[src/rtl/sc_nibble_refresh_ctrl_if.sv]
// Byte-producer to nibble-refresh-controller bus: byte handshake in, multiplexed digit drive out.
interface sc_nibble_refresh_ctrl_if #(
  parameter int DATAWIDTH = 8
);
    logic [DATAWIDTH-1:0] SC_NIBBLE_data_InBUS;
    logic                 SC_NIBBLE_valid_In;
    logic                 SC_NIBBLE_ready_Out;
    logic [3:0]           SC_NIBBLE_nibble_OutBUS;
    logic [1:0]           SC_NIBBLE_digit_OutBUS;
    logic                 SC_NIBBLE_frame_Out;

    modport master (
        output SC_NIBBLE_data_InBUS,
        output SC_NIBBLE_valid_In,
        input  SC_NIBBLE_ready_Out,
        input  SC_NIBBLE_nibble_OutBUS,
        input  SC_NIBBLE_digit_OutBUS,
        input  SC_NIBBLE_frame_Out
    );

    modport slave (
        input  SC_NIBBLE_data_InBUS,
        input  SC_NIBBLE_valid_In,
        output SC_NIBBLE_ready_Out,
        output SC_NIBBLE_nibble_OutBUS,
        output SC_NIBBLE_digit_OutBUS,
        output SC_NIBBLE_frame_Out
    );
endinterface

[src/rtl/sc_nibble_refresh_ctrl.sv]
// Two-digit nibble refresh controller: shows byte low nibble then high nibble, new bytes only at frame end.
// Optional macro SC_NIBBLE_BLANK_EN blanks the high digit when its nibble is zero.
module sc_nibble_refresh_ctrl #(
    parameter int DATAWIDTH   = 8,
    parameter int REFRESH_DIV = 50000,
    parameter int CNTWIDTH    = 16
) (
    input  logic                        SC_NIBBLE_CLOCK_50,
    input  logic                        SC_NIBBLE_RESET_InHigh,
    sc_nibble_refresh_ctrl_if.slave     bus
);

    typedef enum logic [1:0] {
        IDLE    = 2'd0,
        SHOW_LO = 2'd1,
        SHOW_HI = 2'd2
    } state_t;

    localparam logic [CNTWIDTH-1:0] LAST_CNT = CNTWIDTH'(REFRESH_DIV - 1);

    state_t                r_state;
    state_t                w_state_nxt;
    logic [CNTWIDTH-1:0]   r_cnt;
    logic [CNTWIDTH-1:0]   w_cnt_nxt;
    logic [7:0]            r_byte;
    logic [7:0]            w_byte_nxt;
    logic [DATAWIDTH-1:0]  w_data;
    logic                  w_last;
    logic                  w_ready;
    logic [3:0]            w_nibble;
    logic [1:0]            w_digit;
    logic                  w_frame;

    assign w_data = bus.SC_NIBBLE_data_InBUS;
    assign w_last = (r_cnt == LAST_CNT);

    always_ff @(posedge SC_NIBBLE_CLOCK_50 or posedge SC_NIBBLE_RESET_InHigh) begin
        if (SC_NIBBLE_RESET_InHigh) begin
            r_state <= IDLE;
            r_cnt   <= '0;
            r_byte  <= '0;
        end else begin
            r_state <= w_state_nxt;
            r_cnt   <= w_cnt_nxt;
            r_byte  <= w_byte_nxt;
        end
    end

    always_comb begin
        w_state_nxt = r_state;
        w_cnt_nxt   = r_cnt;
        w_byte_nxt  = r_byte;
        w_ready     = 1'b0;
        w_nibble    = 4'h0;
        w_digit     = 2'b00;
        w_frame     = 1'b0;
        case (r_state)
            IDLE: begin
                w_ready = 1'b1;
                if (bus.SC_NIBBLE_valid_In) begin
                    w_byte_nxt  = w_data[7:0];
                    w_state_nxt = SHOW_LO;
                    w_cnt_nxt   = '0;
                end
            end
            SHOW_LO: begin
                w_digit  = 2'b01;
                w_nibble = r_byte[3:0];
                if (w_last) begin
                    w_state_nxt = SHOW_HI;
                    w_cnt_nxt   = '0;
                end else begin
                    w_cnt_nxt = r_cnt + 1'b1;
                end
            end
            SHOW_HI: begin
                w_digit  = 2'b10;
                w_nibble = r_byte[7:4];
`ifdef SC_NIBBLE_BLANK_EN
                if (r_byte[7:4] == 4'h0) begin
                    w_digit  = 2'b00;
                    w_nibble = 4'h0;
                end
`endif
                // Frame end is the only acceptance point; without a new byte the old one is redisplayed.
                if (w_last) begin
                    w_ready     = 1'b1;
                    w_frame     = 1'b1;
                    w_state_nxt = SHOW_LO;
                    w_cnt_nxt   = '0;
                    if (bus.SC_NIBBLE_valid_In) begin
                        w_byte_nxt = w_data[7:0];
                    end
                end else begin
                    w_cnt_nxt = r_cnt + 1'b1;
                end
            end
            default: begin
                w_state_nxt = IDLE;
                w_cnt_nxt   = '0;
            end
        endcase
    end

    assign bus.SC_NIBBLE_ready_Out     = w_ready;
    assign bus.SC_NIBBLE_nibble_OutBUS = w_nibble;
    assign bus.SC_NIBBLE_digit_OutBUS  = w_digit;
    assign bus.SC_NIBBLE_frame_Out     = w_frame;

endmodule
[src/flat_wrapper.sv]
// flat-port wrapper written by rule: the top's interface ports become plain ports
module sc_nibble_refresh_ctrl_flat 
#(
    parameter int DATAWIDTH   = 8,
    parameter int REFRESH_DIV = 50000,
    parameter int CNTWIDTH    = 16
)
  (SC_NIBBLE_CLOCK_50, SC_NIBBLE_RESET_InHigh, bus_SC_NIBBLE_data_InBUS, bus_SC_NIBBLE_valid_In, bus_SC_NIBBLE_ready_Out, bus_SC_NIBBLE_nibble_OutBUS, bus_SC_NIBBLE_digit_OutBUS, bus_SC_NIBBLE_frame_Out);
  sc_nibble_refresh_ctrl_if #(.DATAWIDTH(DATAWIDTH)) bus_i ();
  input  logic SC_NIBBLE_CLOCK_50;
  input  logic SC_NIBBLE_RESET_InHigh;
  input wire logic [$bits(bus_i.SC_NIBBLE_data_InBUS)-1:0] bus_SC_NIBBLE_data_InBUS;
  input wire logic [$bits(bus_i.SC_NIBBLE_valid_In)-1:0] bus_SC_NIBBLE_valid_In;
  output wire logic [$bits(bus_i.SC_NIBBLE_ready_Out)-1:0] bus_SC_NIBBLE_ready_Out;
  output wire logic [$bits(bus_i.SC_NIBBLE_nibble_OutBUS)-1:0] bus_SC_NIBBLE_nibble_OutBUS;
  output wire logic [$bits(bus_i.SC_NIBBLE_digit_OutBUS)-1:0] bus_SC_NIBBLE_digit_OutBUS;
  output wire logic [$bits(bus_i.SC_NIBBLE_frame_Out)-1:0] bus_SC_NIBBLE_frame_Out;
  assign bus_i.SC_NIBBLE_data_InBUS = bus_SC_NIBBLE_data_InBUS;
  assign bus_i.SC_NIBBLE_valid_In = bus_SC_NIBBLE_valid_In;
  assign bus_SC_NIBBLE_ready_Out = bus_i.SC_NIBBLE_ready_Out;
  assign bus_SC_NIBBLE_nibble_OutBUS = bus_i.SC_NIBBLE_nibble_OutBUS;
  assign bus_SC_NIBBLE_digit_OutBUS = bus_i.SC_NIBBLE_digit_OutBUS;
  assign bus_SC_NIBBLE_frame_Out = bus_i.SC_NIBBLE_frame_Out;
  sc_nibble_refresh_ctrl #(.DATAWIDTH(DATAWIDTH), .REFRESH_DIV(REFRESH_DIV), .CNTWIDTH(CNTWIDTH)) u_core (.SC_NIBBLE_CLOCK_50(SC_NIBBLE_CLOCK_50), .SC_NIBBLE_RESET_InHigh(SC_NIBBLE_RESET_InHigh), .bus(bus_i));
endmodule
[config.mk]
export PLATFORM = sky130hd
export DESIGN_NAME = sc_nibble_refresh_ctrl_flat
export DESIGN_NICKNAME = d
export VERILOG_FILES = /design/src/rtl/sc_nibble_refresh_ctrl_if.sv /design/src/rtl/sc_nibble_refresh_ctrl.sv /design/src/flat_wrapper.sv
export SDC_FILE = /design/constraint.sdc
export NUM_CORES = 1
export LEC_CHECK = 0
export BUFFER_PORTS_ARGS = -buffer_cell sky130_fd_sc_hd__buf_2
export CAP_MARGIN = 0
export CORE_ASPECT_RATIO = 1.5
export CORE_MARGIN = 10
export CORE_UTILIZATION = 40
export DETAILED_ROUTE_END_ITERATION = 16
export HOLD_SLACK_MARGIN = 0.06
export PLACE_DENSITY = 0.68
export SLEW_MARGIN = 20
export SYNTH_ARGS = -nofsm -noshare
export SYNTH_HDL_FRONTEND = slang
export SYNTH_SLANG_ARGS = --single-unit
export TNS_END_PERCENT = 50
[constraint.sdc]
create_clock -name SC_NIBBLE_CLOCK_50 -period 5.9 [get_ports SC_NIBBLE_CLOCK_50]
set_input_delay 0 -clock SC_NIBBLE_CLOCK_50 [delete_from_list [all_inputs] [get_ports SC_NIBBLE_CLOCK_50]]
set_output_delay 0 -clock SC_NIBBLE_CLOCK_50 [all_outputs]
set_load 0.01 [all_outputs]
# After elaboration in Yosys (flattened, before gate mapping)
# Cells that the tools add are included.
[word_totals]
ram_bits = 0
latch_bits = 0
input_bits = 11
out_inout_bits = 8
regBits = 26
mem_count = 0
elab_cells = 30
romBits = 0
[classes]
n_shift = 0
n_eq_ne = 6
bitwise_logic = 0
n_addsub = 1
div_mod_pow = 0
muxes = 15
order_cmp = 0
reduce_logical = 5
n_mul = 0
[ops]
columns = ["cell", "count"]
rows = [
  ["$mux 16", 2],
  ["$pmux 16 s2", 1],
  ["$add 16x1->16 const B", 1],
  ["$eq 16x16->1 const B", 1],
  ["$mux 8", 2],
  ["$pmux 8 s2", 1],
  ["$pmux 4 s2", 1],
  ["$mux 2", 3],
  ["$pmux 2 s3", 1],
  ["$ne 2x1->1 const B", 2],
  ["$pmux 2 s2", 1],
  ["$reduce_and 3->1", 1],
  ["$eq 2x1->1 const B", 1],
  ["$eq 2x2->1 const B", 1],
  ["$logic_not 2->1", 1],
  ["$mux 1", 2],
  ["$ne 2x2->1 const B", 1],
  ["$pmux 1 s2", 1],
  ["$reduce_and 2->1", 1],
  ["$reduce_bool 2->1", 1],
  ["$reduce_or 2->1", 1],
]

# Longest topological paths before layout
[logic_depth]
depth_word = 3
mapped_depth = 7
ltp_nobuf = 6

# Worst setup path after synthesis
# OpenSTA, ideal clock, no wires.
[synth_timing]
path_kind = "flip-flop to flip-flop"
start = "reg u_core.r_cnt[10]"
end = "reg u_core.r_state[1]"
period_less_slack_ps = 2121
required_ps = 5772
arrival_ps = 1994
stages_incl_launch_ff = 5
n_path_buf = 0
setup_slack_ps = 3779
setup_ps = 128
path_cell_list = "dfrtp_1 > or4b_4 > or4_4 > a21oi_1 > mux2_1"
[synth_between]
elab_chain_cells = 3
elab_cells_between_ends = 4
cone_classes = "eq/ne (3); reduce/logical (1)"
[synth_rtl]
columns = ["item", "line", "source"]
rows = [
  ["from (decl)", "sc_nibble_refresh_ctrl.sv:23", "logic [CNTWIDTH-1:0] r_cnt;"],
  ["from (signal assigned)", "sc_nibble_refresh_ctrl.sv:44", "r_cnt <= w_cnt_nxt;"],
  ["$eq 16x16->1 (*)", "sc_nibble_refresh_ctrl.sv:35", "assign w_last = (r_cnt == LAST_CNT);"],
  ["$ne 2x1->1 (no source line)", "n/a", ""],
  ["$reduce_and 3->1 (no source line) (*)", "n/a", ""],
  ["to (signal assigned)", "sc_nibble_refresh_ctrl.sv:43", "r_state <= w_state_nxt;"],
  ["to (decl)", "sc_nibble_refresh_ctrl.sv:21", "state_t r_state;"],
]
# Mark *: on every way between the ends. The rest lies on a longest branch, timed or not.
# A chain may end at the register's enable or synchronous reset.

# Worst setup path after layout
[layout_timing]
start = "reg u_core.r_state[0]"
end = "reg u_core.r_cnt[12]"
[layout_between]
elab_chain_cells = 3
elab_cells_between_ends = 6
cone_classes = "eq/ne (3); mux (1); reduce/logical (2)"
[layout_rtl]
columns = ["item", "line", "source"]
rows = [
  ["$eq 2x1->1 / $eq 2x2->1 (equally long branches)", "sc_nibble_refresh_ctrl.sv:57", "case (r_state)"],
  ["$reduce_or 2->1 (no source line)", "n/a", ""],
  ["$pmux 16 s2", "sc_nibble_refresh_ctrl.sv:57", ""],
]
# Several ways; a longest one is shown, not always the timed one.

==> impl_metrics.toml <==
[run_status]
status = "finished, final reports clean"

[sta]
hold_viol_final = 0
fmax_mhz = 419
slew_viol_final = 0
post-route-period-util_pct = 40.5
setup_tns_ns = 0
tightest_slew_ns = 0.989
fin_ws_ns = 3.51
min_period_ns = 2.39
grt_setup_unrepaired = "false"
setup_violations = 0
skew_ns = 0.00481
maxSlewHeadroom_pct = 34.0

[floorplanning]
start_util_pct = 42.0
coreArea_sq_um = 3480
fp-row-count = 26
die_w_um = 69.4
boundaryPins = 19
design.die.area_sq_um = 6520
dieHeight_um = 94.0

[power_and_ir_drop]
vdd_drop_max_mv = 0.155
power_leakage_nw = 0.761
powerDensity_nw_per_um2 = 168
intPower_mw = 0.230
switching_power_mw = 0.0570
pwr-share-comb_pct = 4.0
pwr-share-seq_pct = 62.0
switching_share_pct = 19.9
finalPower_mw = 0.287
clkPwrFrac_pct = 33.9

[run]
maxCapViolCount = 0

[worst_hold_path]
holdPathStages = 4
hold_start = "bus_SC_NIBBLE_valid_In"
hp-class = "primary input to flip-flop"
worstHoldEndpoint = "u_core.r_cnt[1]"

[finish]
diodes = 0
final_nets = 184
layout_common_cells = "dfrtp_1 (26), buf_2 (18), dlygate4sd3_1 (9)"
final_cells = 207
drive_above_1_share_pct = 21.8
layout_commonest_cell = "dfrtp_1"
syn_to_final_growth_pct = 17.0

[route]
finalWirelength_mm = 3.50
vias = 1183
drc = 0
detail_route.iter0.violations = 73
ant_nets = 0
dr.pass1.iters = 4
vias_per_cell = 5.71
detail_route.wl_per_cell_um = 16.9

[global_route]
antenna_found_initial = 0
grt_first_pass_wirelength_mm = 5.93
grt_pass1_vias = 1317
grt_max_degree = 27
grtUsageTotal_pct = 10.8
grt-ovfl-total = 0

[synth]
synthDistinctLibCells = 40
netlist_instances = 141
ys.flop_type = "dfrtp_1"
synth_edf_count = 0
synth.avg_cell_area_sq_um = 10.4
synth_top_family_by_area = "simple AND/OR/NAND/NOR gates"
synth_fa_ha_area_share_pct = 5.14
synth-seq-cells = 26
synth_compound_area_share_pct = 13.7
syn-cell-area_sq_um = 1460
synthSimpleGateAreaFrac_pct = 22.9
ys_seq_area_share_pct = 44.5
synthArstFlopShare_pct = 100
synth.area.mux_share_pct = 8.30
synth-warning-count = 0
synth_nets = 158
synth_xor_area_share_pct = 2.40

[critical_path]
start_kind = "flip-flop"
criticalPathCategory = "flip-flop to flip-flop"
reg2reg_from = "u_core.r_state[0]"
worstReg2RegEnd = "u_core.r_cnt[12]"
worst_setup_path_end_kind = "flip-flop"
path_max_fanout = 11
r2r_slack_ns = 3.51
cp.arrival_ns = 2.58
rr_worst_depth = 6
required_ns = 6.09

[clock_tree]
numCtsBuffers = 3
cts_setup_buffers = 0
clock_path_buffers = 2
cts.sinks = 26
insertion_delay_ns = 0.26
cts_tree = "yes"
root_buffer = "clkbuf_8"
path_clk_slew_ns = 0.09
cts_resized = 0
htree_levels = 1

[placement]
io_buffers = 18
dp_worst_setup_slack_ns = 3.53
dpl.cell_count = 195
gp_congestion = 0.833
place_hpwl_mm = 2.62
==> registers in the layout, summed over array words and instances (netlist names) <==
register	cells
u_core.r_cnt	16
u_core.r_byte	8
u_core.r_state	2
==> cells in the mapped netlist, types with 5 or more instances <==
master    instances  share of area (%)
nor2b_1           7                3.0
mux2_2            8                6.2
o21ai_0           6                2.1
nand4_1           7                3.0
clkbuf_1          5                1.3
inv_1             5                1.3
nand3_1           5                1.7
a21oi_1           7                2.4
nor2_1            5                1.3
ha_1              6                5.1
dfrtp_1          26                 45
nand2_1           6                1.5
==> how the worst max path moves through the flow <==
stage	startpoint	endpoint	slack [ns]	depth (start not counted)
5_1_grt	u_core.r_state[0]	u_core.r_cnt[12]	3.40	6
2_1_floorplan	u_core.r_cnt[10]	u_core.r_state[1]	3.78	4
3_3_place_gp	u_core.r_state[0]	u_core.r_cnt[12]	3.63	6
6_report	u_core.r_state[0]	u_core.r_cnt[12]	3.51	6
4_1_cts	u_core.r_state[0]	u_core.r_cnt[12]	3.51	6
3_5_place_dp	u_core.r_state[0]	u_core.r_cnt[12]	3.53	6
==> power by group through the flow <==
stage          Sequential, mW  Clock (mW)  Combinational (mW)
5_1_grt                 0.178       0.108              0.0130
3_3_place_gp            0.182           0             0.00681
3_5_place_dp            0.182           0             0.00724
6_report                0.178      0.0974              0.0116
2_1_floorplan           0.182           0             0.00282
4_1_cts                 0.178       0.101              0.0117
==> logic make-up (layout without fill, tap and decap cells) <==
logic type | count (synthesis) | in the layout
AO/OA/AOI/OAI | 30 | 30
multiplexers | 11 | 11
XOR/XNOR | 4 | 4
flip-flops | 26 | 26
buffers and inverters | 11 | 35
adder cells (fa/ha/maj) | 6 | 6
AND/OR/NAND/NOR | 53 | 53
==> area by class of cell <==
type                       instances  area [sq um]
fill                             323          1770
tap                               42          52.6
inverter                           5          18.8
timing repair buffer              27           180
multi-input combinational        104           766
clock buffer                       3          41.3
sequential                        26           651
==> worst max-delay path, cell delays in order (launching register included) <==
cell and delay (ns):
dfrtp_1 0.41, inv_1 0.09, ha_1 0.24, nor2b_1 0.26, or4b_2 0.78, or3_1 0.39, a21oi_1 0.14
==> layer usage <==
layer | up-vias | track usage [%] | wire, um
li1 | 569 | - | -
met3 | 2 | 3.70 | 232
met5 | - | 0 | 0
met1 | 586 | 9.82 | 1350
met2 | 26 | 21.6 | 1900
met4 | 0 | 3.20 | 21
==> what timing repair did <==
item,CTS,global route
hold endpoints to repair,34,0
setup endpoints to repair,0,0
hold buffers,9,0
==> stage by stage <==
step | hold slack [ns] | cell area, sq um | utilization (%)
floorplan | 0.0400 | 1460 | -
global placement | 0.234 | 1580 | 45.3
detailed placement | 0.236 | 1580 | 45.3
CTS | 0.183 | 1710 | 49.1
global route | 0.222 | 1710 | 49.1
finish | 0.186 | 1710 | 49.1
Power figures use the tool's default switching activity.
